**config.mk**
```make
export PLATFORM = sky130hd
export DESIGN_NAME = io_channels
export DESIGN_NICKNAME = d
export VERILOG_FILES = /design/src/rtl/io_channels_pkg.sv /design/src/rtl/channel_fifo.sv /design/src/rtl/io_channels.sv
export SDC_FILE = /design/constraint.sdc
export NUM_CORES = 1
export LEC_CHECK = 0
export ABC_AREA = 1
export CORE_UTILIZATION = 30
export CTS_CLUSTER_DIAMETER = 200
export CTS_CLUSTER_SIZE = 24
export DETAILED_ROUTE_END_ITERATION = 8
export PLACE_DENSITY = 0.58
export SLEW_MARGIN = 20
export SYNTH_ARGS = -nofsm -noshare
export SYNTH_HDL_FRONTEND = slang
export SYNTH_SLANG_ARGS = --single-unit
```
**constraint.sdc**
```tcl
create_clock -name clock -period 2.1 [get_ports clock]
set_clock_uncertainty 0.15 [all_clocks]
set_input_delay 0.315 -clock clock [delete_from_list [all_inputs] [get_ports clock]]
set_output_delay 0.315 -clock clock [all_outputs]
set_load 0.01 [all_outputs]
```
**src/rtl/io_channels_pkg.sv**
```systemverilog
// Shared definitions for the CPU input/output channel block: default data
// width and width helpers used by the top and the per-channel FIFO.
package io_channels_pkg;

    localparam int DefaultMemoryElementWidth = 12;

    // Pointer width for a power-of-two depth; never collapses to zero bits.
    function automatic int ptrWidth(input int depth);
        return (depth > 1) ? $clog2(depth) : 1;
    endfunction

    // Width able to hold every value 0..depth inclusive.
    function automatic int countWidth(input int depth);
        return $clog2(depth + 1);
    endfunction

    // Channel selector width; a single channel still gets one select bit.
    function automatic int selWidth(input int n);
        return (n > 1) ? $clog2(n) : 1;
    endfunction

    // Response returned to the CPU for an `in` request.
    typedef struct packed {
        logic                                 ack;
        logic                                 valid;
        logic [DefaultMemoryElementWidth-1:0] data;
    } response_t;

endpackage

```
**src/rtl/channel_fifo.sv**
```systemverilog
// One host-loaded input FIFO. The head word is presented combinationally so
// the top can register it together with the pop that consumes it.
module channel_fifo
    import io_channels_pkg::*;
#(
    parameter  int NIn                = 8,
    parameter  int MemoryElementWidth = DefaultMemoryElementWidth,
    localparam int PtrW               = ptrWidth(NIn),
    localparam int CntW               = countWidth(NIn)
) (
    input  logic                          clock,
    input  logic                          reset,
    input  logic                          pushValid,
    input  logic [MemoryElementWidth-1:0] pushData,
    output logic                          full,
    input  logic                          popReq,
    output logic [MemoryElementWidth-1:0] popData,
    output logic                          popValid,
    output logic [CntW-1:0]               count
);

    logic [MemoryElementWidth-1:0] r_mem [NIn];
    logic [PtrW-1:0]               r_readPtr;
    logic [PtrW-1:0]               r_writePtr;
    logic [CntW-1:0]               r_count;
    logic                          w_push;
    logic                          w_pop;

    assign full     = (r_count == CntW'(NIn));
    assign popValid = (r_count != '0);
    assign popData  = r_mem[r_readPtr];
    assign count    = r_count;
    assign w_push   = pushValid && !full;
    assign w_pop    = popReq && popValid;

    // Pointers wrap naturally because the depth is a power of two; a
    // simultaneous push and pop leaves the count unchanged.
    always_ff @(posedge clock or posedge reset) begin
        if (reset) begin
            r_readPtr  <= '0;
            r_writePtr <= '0;
            r_count    <= '0;
        end else begin
            if (w_push) r_writePtr <= r_writePtr + 1'b1;
            if (w_pop)  r_readPtr  <= r_readPtr + 1'b1;
            case ({w_push, w_pop})
                2'b10:   r_count <= r_count + 1'b1;
                2'b01:   r_count <= r_count - 1'b1;
                default: r_count <= r_count;
            endcase
        end
    end

    // Storage is deliberately left untouched by reset.
    always_ff @(posedge clock) begin
        if (w_push) r_mem[r_writePtr] <= pushData;
    end

endmodule

```
**src/rtl/io_channels.sv**
```systemverilog
// Input channel FIFOs plus the circular output ring that sit between the
// instruction executor and the host. The ring lives here because a push into
// a full ring overwrites the oldest word instead of stalling.
module io_channels
    import io_channels_pkg::*;
#(
    parameter  int MemoryElementWidth = DefaultMemoryElementWidth,
    parameter  int NChannels          = 2,
    parameter  int NIn                = 8,
    parameter  int NOut               = 16,
    localparam int ChW                = selWidth(NChannels),
    localparam int InCntW             = countWidth(NIn),
    localparam int OutPtrW            = ptrWidth(NOut),
    localparam int OutCntW            = countWidth(NOut)
) (
    input  logic                          clock,
    input  logic                          reset,
    input  logic                          loadValid,
    input  logic [ChW-1:0]                loadChannel,
    input  logic [MemoryElementWidth-1:0] loadData,
    output logic                          loadReady,
    input  logic                          inReq,
    input  logic [ChW-1:0]                inChannel,
    output logic                          inAck,
    output logic                          inValid,
    output logic [MemoryElementWidth-1:0] inData,
    input  logic                          sizeReq,
    input  logic [ChW-1:0]                sizeChannel,
    output logic                          sizeAck,
    output logic [MemoryElementWidth-1:0] sizeData,
    input  logic                          outReq,
    input  logic [MemoryElementWidth-1:0] outData,
    input  logic                          drainReq,
    output logic                          drainValid,
    output logic [MemoryElementWidth-1:0] drainData,
    output logic [OutCntW-1:0]            outCount,
    output logic                          outOverflow
);

    // Same shape as the package response, sized to this instance's width.
    typedef struct packed {
        logic                          ack;
        logic                          valid;
        logic [MemoryElementWidth-1:0] data;
    } responseT;

    logic [NChannels-1:0]          w_pushValid;
    logic [NChannels-1:0]          w_full;
    logic [NChannels-1:0]          w_popReq;
    logic [NChannels-1:0]          w_popValid;
    logic [MemoryElementWidth-1:0] w_popData [NChannels];
    logic [InCntW-1:0]             w_count   [NChannels];

    logic                          w_loadReady;
    logic                          w_inSelValid;
    logic [MemoryElementWidth-1:0] w_inSelData;
    logic [InCntW-1:0]             w_sizeSel;

    responseT                      r_inResp;
    logic                          r_sizeAck;
    logic [MemoryElementWidth-1:0] r_sizeData;

    logic [MemoryElementWidth-1:0] r_outMem [NOut];
    logic [OutPtrW-1:0]            r_outWrite;
    logic [OutPtrW-1:0]            r_outRead;
    logic [OutCntW-1:0]            r_outCount;
    logic                          r_outOverflow;
    logic                          r_drainValid;
    logic [MemoryElementWidth-1:0] r_drainData;
    logic                          w_outFull;
    logic                          w_drainPop;
    logic                          w_overwrite;

    genvar c;
    generate
        for (c = 0; c < NChannels; c++) begin : g_channel
            assign w_pushValid[c] = loadValid && (loadChannel == ChW'(c));
            assign w_popReq[c]    = inReq && (inChannel == ChW'(c));

            channel_fifo #(
                .NIn                (NIn),
                .MemoryElementWidth (MemoryElementWidth)
            ) u_fifo (
                .clock     (clock),
                .reset     (reset),
                .pushValid (w_pushValid[c]),
                .pushData  (loadData),
                .full      (w_full[c]),
                .popReq    (w_popReq[c]),
                .popData   (w_popData[c]),
                .popValid  (w_popValid[c]),
                .count     (w_count[c])
            );
        end
    endgenerate

    // Channel selection; an index matching no channel leaves every
    // selection at its zero default, so out-of-range requests see an
    // empty, never-ready channel.
    always_comb begin
        w_loadReady  = 1'b0;
        w_inSelValid = 1'b0;
        w_inSelData  = '0;
        w_sizeSel    = '0;
        for (int i = 0; i < NChannels; i++) begin
            if (loadChannel == ChW'(i)) w_loadReady = !w_full[i];
            if (inChannel == ChW'(i)) begin
                w_inSelValid = w_popValid[i];
                w_inSelData  = w_popData[i];
            end
            if (sizeChannel == ChW'(i)) w_sizeSel = w_count[i];
        end
    end

    assign loadReady = w_loadReady;

    // `in` response: head word captured at the same edge that pops it, so a
    // load into an empty channel on that edge is not visible yet.
    always_ff @(posedge clock or posedge reset) begin
        if (reset) begin
            r_inResp <= '0;
        end else begin
            r_inResp.ack   <= inReq;
            r_inResp.valid <= inReq && w_inSelValid;
            r_inResp.data  <= (inReq && w_inSelValid) ? w_inSelData : '0;
        end
    end

    // `inSize` response: count as it stood before this edge's load or pop.
    always_ff @(posedge clock or posedge reset) begin
        if (reset) begin
            r_sizeAck  <= 1'b0;
            r_sizeData <= '0;
        end else begin
            r_sizeAck  <= sizeReq;
            r_sizeData <= sizeReq ? MemoryElementWidth'(w_sizeSel) : '0;
        end
    end

    assign w_outFull   = (r_outCount == OutCntW'(NOut));
    assign w_drainPop  = drainReq && (r_outCount != '0);
    assign w_overwrite = outReq && w_outFull && !w_drainPop;

    // Output ring control: a push into a full ring drags the read pointer
    // along and flags overflow, unless a pop on the same edge made room.
    always_ff @(posedge clock or posedge reset) begin
        if (reset) begin
            r_outWrite    <= '0;
            r_outRead     <= '0;
            r_outCount    <= '0;
            r_outOverflow <= 1'b0;
            r_drainValid  <= 1'b0;
            r_drainData   <= '0;
        end else begin
            r_drainValid <= w_drainPop;
            r_drainData  <= w_drainPop ? r_outMem[r_outRead] : '0;
            if (outReq) r_outWrite <= r_outWrite + 1'b1;
            if (w_drainPop || w_overwrite) r_outRead <= r_outRead + 1'b1;
            if (w_overwrite) r_outOverflow <= 1'b1;
            if (outReq && !w_drainPop && !w_outFull) begin
                r_outCount <= r_outCount + 1'b1;
            end else if (!outReq && w_drainPop) begin
                r_outCount <= r_outCount - 1'b1;
            end
        end
    end

    // Ring storage, not cleared by reset.
    always_ff @(posedge clock) begin
        if (outReq) r_outMem[r_outWrite] <= outData;
    end

    assign inAck       = r_inResp.ack;
    assign inValid     = r_inResp.valid;
    assign inData      = r_inResp.data;
    assign sizeAck     = r_sizeAck;
    assign sizeData    = r_sizeData;
    assign drainValid  = r_drainValid;
    assign drainData   = r_drainData;
    assign outCount    = r_outCount;
    assign outOverflow = r_outOverflow;

endmodule

```
==> summary.md, run 1 <==
| Metric | Value |
|---|---|
| Final WL | `44.0 mm` |
| Most common cell in the netlist | `edfxtp_1` |
| Initial antenna violation count | `1` |
| Post-route minimum period | `2040 ps` |
| Top Family by Delay on Critical Path | `buffers and inverters` |
| Clock buffer depth | `3` |
| Largest cells by area after synthesis | `edfxtp_1, dfrtp_1, nand2_1, nor2_1, nand3_1` |
| Vias/cell | `4.62` |
| Drt pass-1 iters | `5` |
| Tot GR Track Use | `14.0%` |
| Clock power frac | `18.0%` |
| Dominant cell type by area after synthesis | `edfxtp_1` |
| Post-layout util | `35.9%` |
| Share of cells above drive strength 1 | `11.6%` |
| CP Cell Sequence | `clkdlybuf4s50_1` |
| Sequential fraction of the synthesis area | `71.8%` |
| Hold Vio Cnt, Final | `0` |
| Synthesized area | `18,400 um2` |
| Slowest cell on the critical path | `clkdlybuf4s50_1` |
| Worst slew margin | `56.6%` |
| NetSw | `9.73 mW` |
| Worst-path fanout max | `1` |
| Logic pwr share | `39.3%` |
| Post-synth EDFFs | `384` |
| Worst hold path class | `primary input to flop` |
| RSZ-0062 raised after global routing | `yes` |
| Routed vias | `11.6k` |
| Critical Path RT | `1630 ps` |
| Total gr overflow | `0` |
| Ys async rst share | `14.7%` |
| Critical path's largest stage delay | `670 ps` |
| Worst path bufs/invs | `1` |
| Period utilization | `96.9%` |
| Max-Cap Viols | `0` |
| Crit end category | `primary output` |
| Initial Util | `30.4%` |
| DIE HEIGHT | `249 um` |
| Vias in the first global route | `11.4k` |
| Skew-Pair Late Insertion Delay | `560 ps` |
| Nets | `1,776` |
| Worst Setup Start Kind | `flop` |
| Antenna diodes | `0` |
| Flop pwr share | `42.7%` |
| Root cell of the clock tree | `clkbuf_16` |
| H-tree levels | `1` |
| Final Slew Violations | `0` |
| Synth Flop Type | `edfxtp_1` |
| Unique masters post-synth | `27` |
| Routed Antenna Nets | `0` |
| Syn Area/Cell | `11.7 um2` |
| Flop and latch count out of synthesis | `450` |
| Number of port buffers | `72` |
| WP data arrival | `1570 ps` |
| FMAX | `491 MHz` |
| Sw Share | `36.5%` |
| Final setup vio count | `0` |
| Row count | `90` |
| Top cell type's share of synthesized area | `62.8%` |
| Synth top cells by count | `edfxtp_1, nand2_1, nor2_1` |
| Synth warn | `0` |
| IR drop worst, VDD | `706 uV` |
| Area delta synth->final | `18.0%` |
| Clock transition at path regs | `100 ps` |
| First-pass GRT wire length | `68.2 mm` |
| Largest net degree at the start of global routing | `78` |
| TritonCTS sink count | `450` |
| Leakage Power | `8.05 nW` |
| Internal Power | `17.0 mW` |
| Initial DRC Count | `946` |
| Cell count after synthesis | `1,564` |
| # DRC | `0` |
| Hold_ws | `144 ps` |
| Die area | `62,200 um2` |
| CTS Buf Count | `22` |
| Die width | `249 um` |
| CTS tree | `done` |
| Num ports | `81` |
| Critical path class | `flop to primary output` |
| Status | `completed` |
| RePlAce Congestion | `0.810` |
| WL per Instance | `17.5 um` |
| Tightest Pin Transition | `649 ps` |
| Hpwl dp | `28.5 mm` |
| Power per cell area | `1230 nW/um2` |
| Core Area | `60,400 um2` |
state kept, by name (all words and copies together) (netlist names):
register and count:
sizeAck 1, g_channel.u_fifo.count 8, outOverflow 1, g_channel.u_fifo.r_readPtr 6, r_outWrite 4, drainValid 1, drainData 12, inValid 1
g_channel.u_fifo.r_mem 192, r_outRead 4, inAck 1, r_outMem 192, inData 12, sizeData 4, outCount 5, g_channel.u_fifo.r_writePtr 6
metal layers:
layer	GRT usage [%]	share of wire, %	wire, um	up-vias
li1	-	-	-	5652
met1	19.3	45	19800	5650
met2	23.7	48	21200	295
met3	1.87	5.1	2260	38
met4	2.87	1.7	741	0
met5	0	0	0	-
cell families (layout without fill, tap and decap cells):
family                     Yosys count  after routing  synth area share, %
buffers and inverters              162            327                 4.10
AOI/OAI and AO/OA                  205            205                 6.09
and+or+nand+nor                    705            705                 15.5
DFF                                450            450                 71.8
adders and majority gates           22             22                 1.62
other                                1              8               0.0204
xor gates and xnor gates            19             19                0.906
worst paths after layout:
check,startpoint,to,slack [ps],depth (start not counted)
max reg2reg,g_channel[0].u_fifo.count[2],g_channel[0].u_fifo.count[1],80,8
min in group asynchronous,reset,inData[5],470,3
max,drainData[4],drainData[4],60,1
min,inReq,inAck,140,1
min reg2reg,outOverflow,outOverflow,350,1
max in group asynchronous,reset,outCount[4],850,4
repair_timing:
item / CTS / global route
gates resized for setup: 19 / 27
setup buffers: 1 / 5
endpoints found under the setup margin: 5 / 17
hold endpoints to repair: 10 / 0
hold buffers: 1 / 0
pin swaps: 1 / 12
cell usage in the layout (no fill, tap or decap), drive strengths merged, types with 2 or more instances in the layout:
master,Yosys,routed
clkdlybuf4s50,0,67
dlymetal6s2s,0,2
buf,67,136
xor2,16,16
conb,1,8
dlygate4sd2,0,2
xnor2,3,3
edfxtp,384,384
clkbuf,16,39
o21ai,129,129
or2,2,2
inv,79,78
nor2,265,265
ha,19,19
dfrtp,66,66
fa,3,3
o211ai,36,36
nand2,303,303
nand3,129,129
a21oi,39,39
nand4,5,5
per-stage QoR:
step                std cells  power, mW  setup WS, ps  cell area (um2)  setup TNS (ps)
floorplan                1571       17.7         -13.8            18400           -13.8
detailed placement       2471       21.9          -374            20800          -25050
global placement         2471       21.7          -367            20800          -17820
CTS                      2513       26.7          5.37            21500               0
finish                   2518       26.7          64.6            21700               0
global route             2518       28.4         -57.0            21700            -195
final cells by class:
| type | instances | area [um2] |
|---|---|---|
| flip-flops and latches | 450 | 13200 |
| clock inverters | 1 | 8.76 |
| well taps | 782 | 978 |
| clock buffers | 39 | 636 |
| multi-input cells | 959 | 4590 |
| fillers | 5895 | 38700 |
| repair buffers | 208 | 1960 |
| inverters | 79 | 303 |
power by group through the flow:
stage          logic [mW]  registers [mW]  clock network [mW]
2_1_floorplan        6.09            11.6                   0
3_3_place_gp         10.2            11.5                   0
3_5_place_dp         10.3            11.6                   0
4_1_cts              10.4            11.4                4.94
5_1_grt              11.7            11.5                5.23
6_report             10.5            11.4                4.80
Power figures use the tool's default switching activity.
==> run 2: changes to the inputs <==
Settings changed: CTS_BUF_LIST from default to sky130_fd_sc_hd__clkbuf_4 sky130_fd_sc_hd__clkbuf_8.
==> run 2 against run 1 <==
  * Combinational power about the same
  * Fmax down 1.7%
  * Flip-flop and latch count unchanged
  * Non-clock buffer count grew 6
  * Critical path type unchanged
  * Largest power group unchanged
==> summary.md, run 2 (synthesis gave the netlist of run 1 again) <==
| Metric | Value |
|---|---|
| RePlAce Congestion | `0.810 (unchanged)` |
| IR drop worst, VDD | `663 uV (-6.0%)` |
| CP Cell Sequence | `inv_2 > nand4_1 > buf_4 > nand2_2 > nand2_1 > buf_2` |
| Hpwl dp | `28.5 mm (unchanged)` |
| # DRC | `0 (unchanged)` |
| Initial Util | `30.4% (unchanged)` |
| NetSw | `9.66 mW (-0.69%)` |
| CTS tree | `done` |
| Hold EP | `sizeAck` |
| Worst flop-to-flop path startpoint | `g_channel[0].u_fifo.count[1]` |
| Vias in the first global route | `11.4k (+0.070%)` |
| Reg2reg end | `g_channel[0].u_fifo.count[3]` |
| Worst slew margin | `55.6% (-0.96 points)` |
| Slowest cell on the critical path | `dfrtp_1` |
| CTS Buf Count | `22 (unchanged)` |
| Clock power frac | `15.2% (-2.8 points)` |
| Core Area | `60,400 um2 (unchanged)` |
| Final Slew Violations | `0 (unchanged)` |
| Tightest Pin Transition | `663 ps (+14.3 ps)` |
| Die width | `249 um (unchanged)` |
| Post-layout util | `35.7% (-0.18 points)` |
| TNS Setup | `0 ps (unchanged)` |
| Critical path's largest stage delay | `410 ps (-260 ps)` |
| Number of port buffers | `72 (unchanged)` |
| H-tree levels | `1 (unchanged)` |
| Num ports | `81 (unchanged)` |
| Die area | `62,200 um2 (unchanged)` |
| Worst hold path class | `primary input to flop` |
| Most frequent cells in the layout | `edfxtp_1, nand2_1, nor2_1, nand3_1, buf_4` |
| Worst slack at placement | `-374 ps (unchanged)` |
| Antenna diodes | `0 (unchanged)` |
| Initial antenna violation count | `1 (unchanged)` |
| Crit end category | `primary output` |
| Clock buffer depth | `3 (unchanged)` |
| FF-to-FF setup slack | `50 ps (-30 ps)` |
| FMAX | `483 MHz (-1.7%)` |
| Critical path class | `flop to primary output` |
| Hold Vio Cnt, Final | `0 (unchanged)` |
| Routed vias | `11.7k (+0.72%)` |
| Total gr overflow | `0 (unchanged)` |
| First-pass GRT wire length | `68.2 mm (+0.10%)` |
| Largest net degree at the start of global routing | `78 (unchanged)` |
| R2R cell count | `11 (+3)` |
| Initial DRC Count | `1,079 (+14%)` |
| Vias/cell | `4.64 (+0.48%)` |
| Row count | `90 (unchanged)` |
| Hold_sp | `sizeReq` |
| Period utilization | `98.6% (+1.7 points)` |
| Critical Path RT | `1630 ps (about the same)` |
| Routed Antenna Nets | `0 (unchanged)` |
| Skew-Pair Late Insertion Delay | `630 ps (+70 ps)` |
| Share of cells above drive strength 1 | `13.3% (+1.7 points)` |
| DIE HEIGHT | `249 um (unchanged)` |
| Drt pass-1 iters | `5 (unchanged)` |
| Internal Power | `16.2 mW (-4.3%)` |
| Max-Cap Viols | `0 (unchanged)` |
| WP data arrival | `1610 ps (+40 ps)` |
| Regs by FF count | `g_channel.u_fifo.r_mem: 192 flops, r_outMem: 192 flops` |
| Sw Share | `37.3% (+0.87 points)` |
| Logic pwr share | `40.8% (+1.5 points)` |
| Final setup vio count | `0 (unchanged)` |
| Worst-path fanout max | `3 (+2)` |
| Commonest non-fill, non-tap cell in the layout | `edfxtp_1` |
| Hold Crit Depth | `1 (unchanged)` |
| Final WL | `44.3 mm (+0.70%)` |
| TritonCTS sink count | `450 (unchanged)` |
| Fin worst setup slack | `29.8 ps (-34.9 ps)` |
| Nets | `1,782 (+0.34%)` |
| Post-route minimum period | `2070 ps (+34.9 ps)` |
| Tot GR Track Use | `14.0% (about the same)` |
| Worst Setup Start Kind | `flop` |
| Status | `completed` |
| Power per cell area | `1200 nW/um2 (-2.5%)` |
| RSZ-0062 raised after global routing | `yes` |
| Leakage Power | `8.01 nW (-0.49%)` |
| Flop pwr share | `44.0% (+1.3 points)` |
| Clock transition at path regs | `140 ps (+40 ps)` |
| Root cell of the clock tree | `clkbuf_8` |
| Area delta synth->final | `17.4%` |
| WL per Instance | `17.5 um (+0.46%)` |
-- run 2: cell count changes in the layout (fill, tap and decap cells not counted), sizes merged --
cell and change:
dlymetal6s2s -2, dlygate4sd3 +1, clkdlybuf4s50 -4, clkbuf +2
buf +3, clkdlybuf4s15 +1, dlygate4sd2 +5
-- run 2: worst max-delay path: cells and delay by family, from the launching register on --
kind | cells | cell delay (ps)
flops | 1 | 410
simple gates | 3 | 210
buf+inv | 3 | 370
-- run 2: area by class of cell --
cell class	count	area, um2
fillers	5902	38800
flip-flops and latches	450	13200
multi-input cells	959	4620
repair buffers	214	2020
well taps	782	978
clock buffers	39	437
inverters	79	303
clock inverters	1	8.76
-- run 2: through the flow --
step | instance area, um2 | hold WS, ps | power [mW] | instances
final | 21500 | 67.6 | 25.9 | 2524
after detailed placement | 20800 | 325 | 21.9 | 2471
after global routing | 21500 | 53.3 | 27.6 | 2524
after global placement | 20800 | 322 | 21.7 | 2471
after CTS | 21400 | 31.7 | 25.8 | 2516
after floorplan | 18400 | 196 | 17.7 | 1571
-- run 2: what timing repair did --
action                                 4_1_cts  5_1_grt
setup buffers                                3        4
setup endpoints to repair                   14       60
gates resized for setup                     29       46
pin swaps                                    3       11
endpoints found under the hold margin       11        0
gates cloned                                 0        4
hold buffers                                 2        0
-- run 2: worst max path at each step --
stage | start | to | slack (ps) | cells after the start
floorplan | g_channel[0].u_fifo.count[0] | g_channel[0].u_fifo.count[3] | -10 | 12
global placement | inChannel | g_channel[0].u_fifo.count[3] | -370 | 12
detailed placement | loadChannel | g_channel[1].u_fifo.count[3] | -370 | 10
CTS | g_channel[0].u_fifo.count[0] | loadReady | -20 | 6
global route | g_channel[0].u_fifo.count[1] | loadReady | -100 | 6
finish | g_channel[0].u_fifo.count[1] | loadReady | 30 | 6
-- run 2: metal layers --
metal | GRT usage [%] | part of all wire, %
met5 | 0 | 0
met4 | 3.03 | 2.2
met3 | 1.70 | 4.8
met2 | 23.6 | 48
met1 | 19.4 | 45
-- run 2: power by group through the flow --
stage / registers [mW] / logic (mW) / clock network, mW
2_1_floorplan: 11.6 / 6.09 / 0
6_report: 11.4 / 10.6 / 3.94
3_3_place_gp: 11.5 / 10.2 / 0
4_1_cts: 11.4 / 10.4 / 4.06
3_5_place_dp: 11.6 / 10.3 / 0
5_1_grt: 11.5 / 11.8 / 4.34
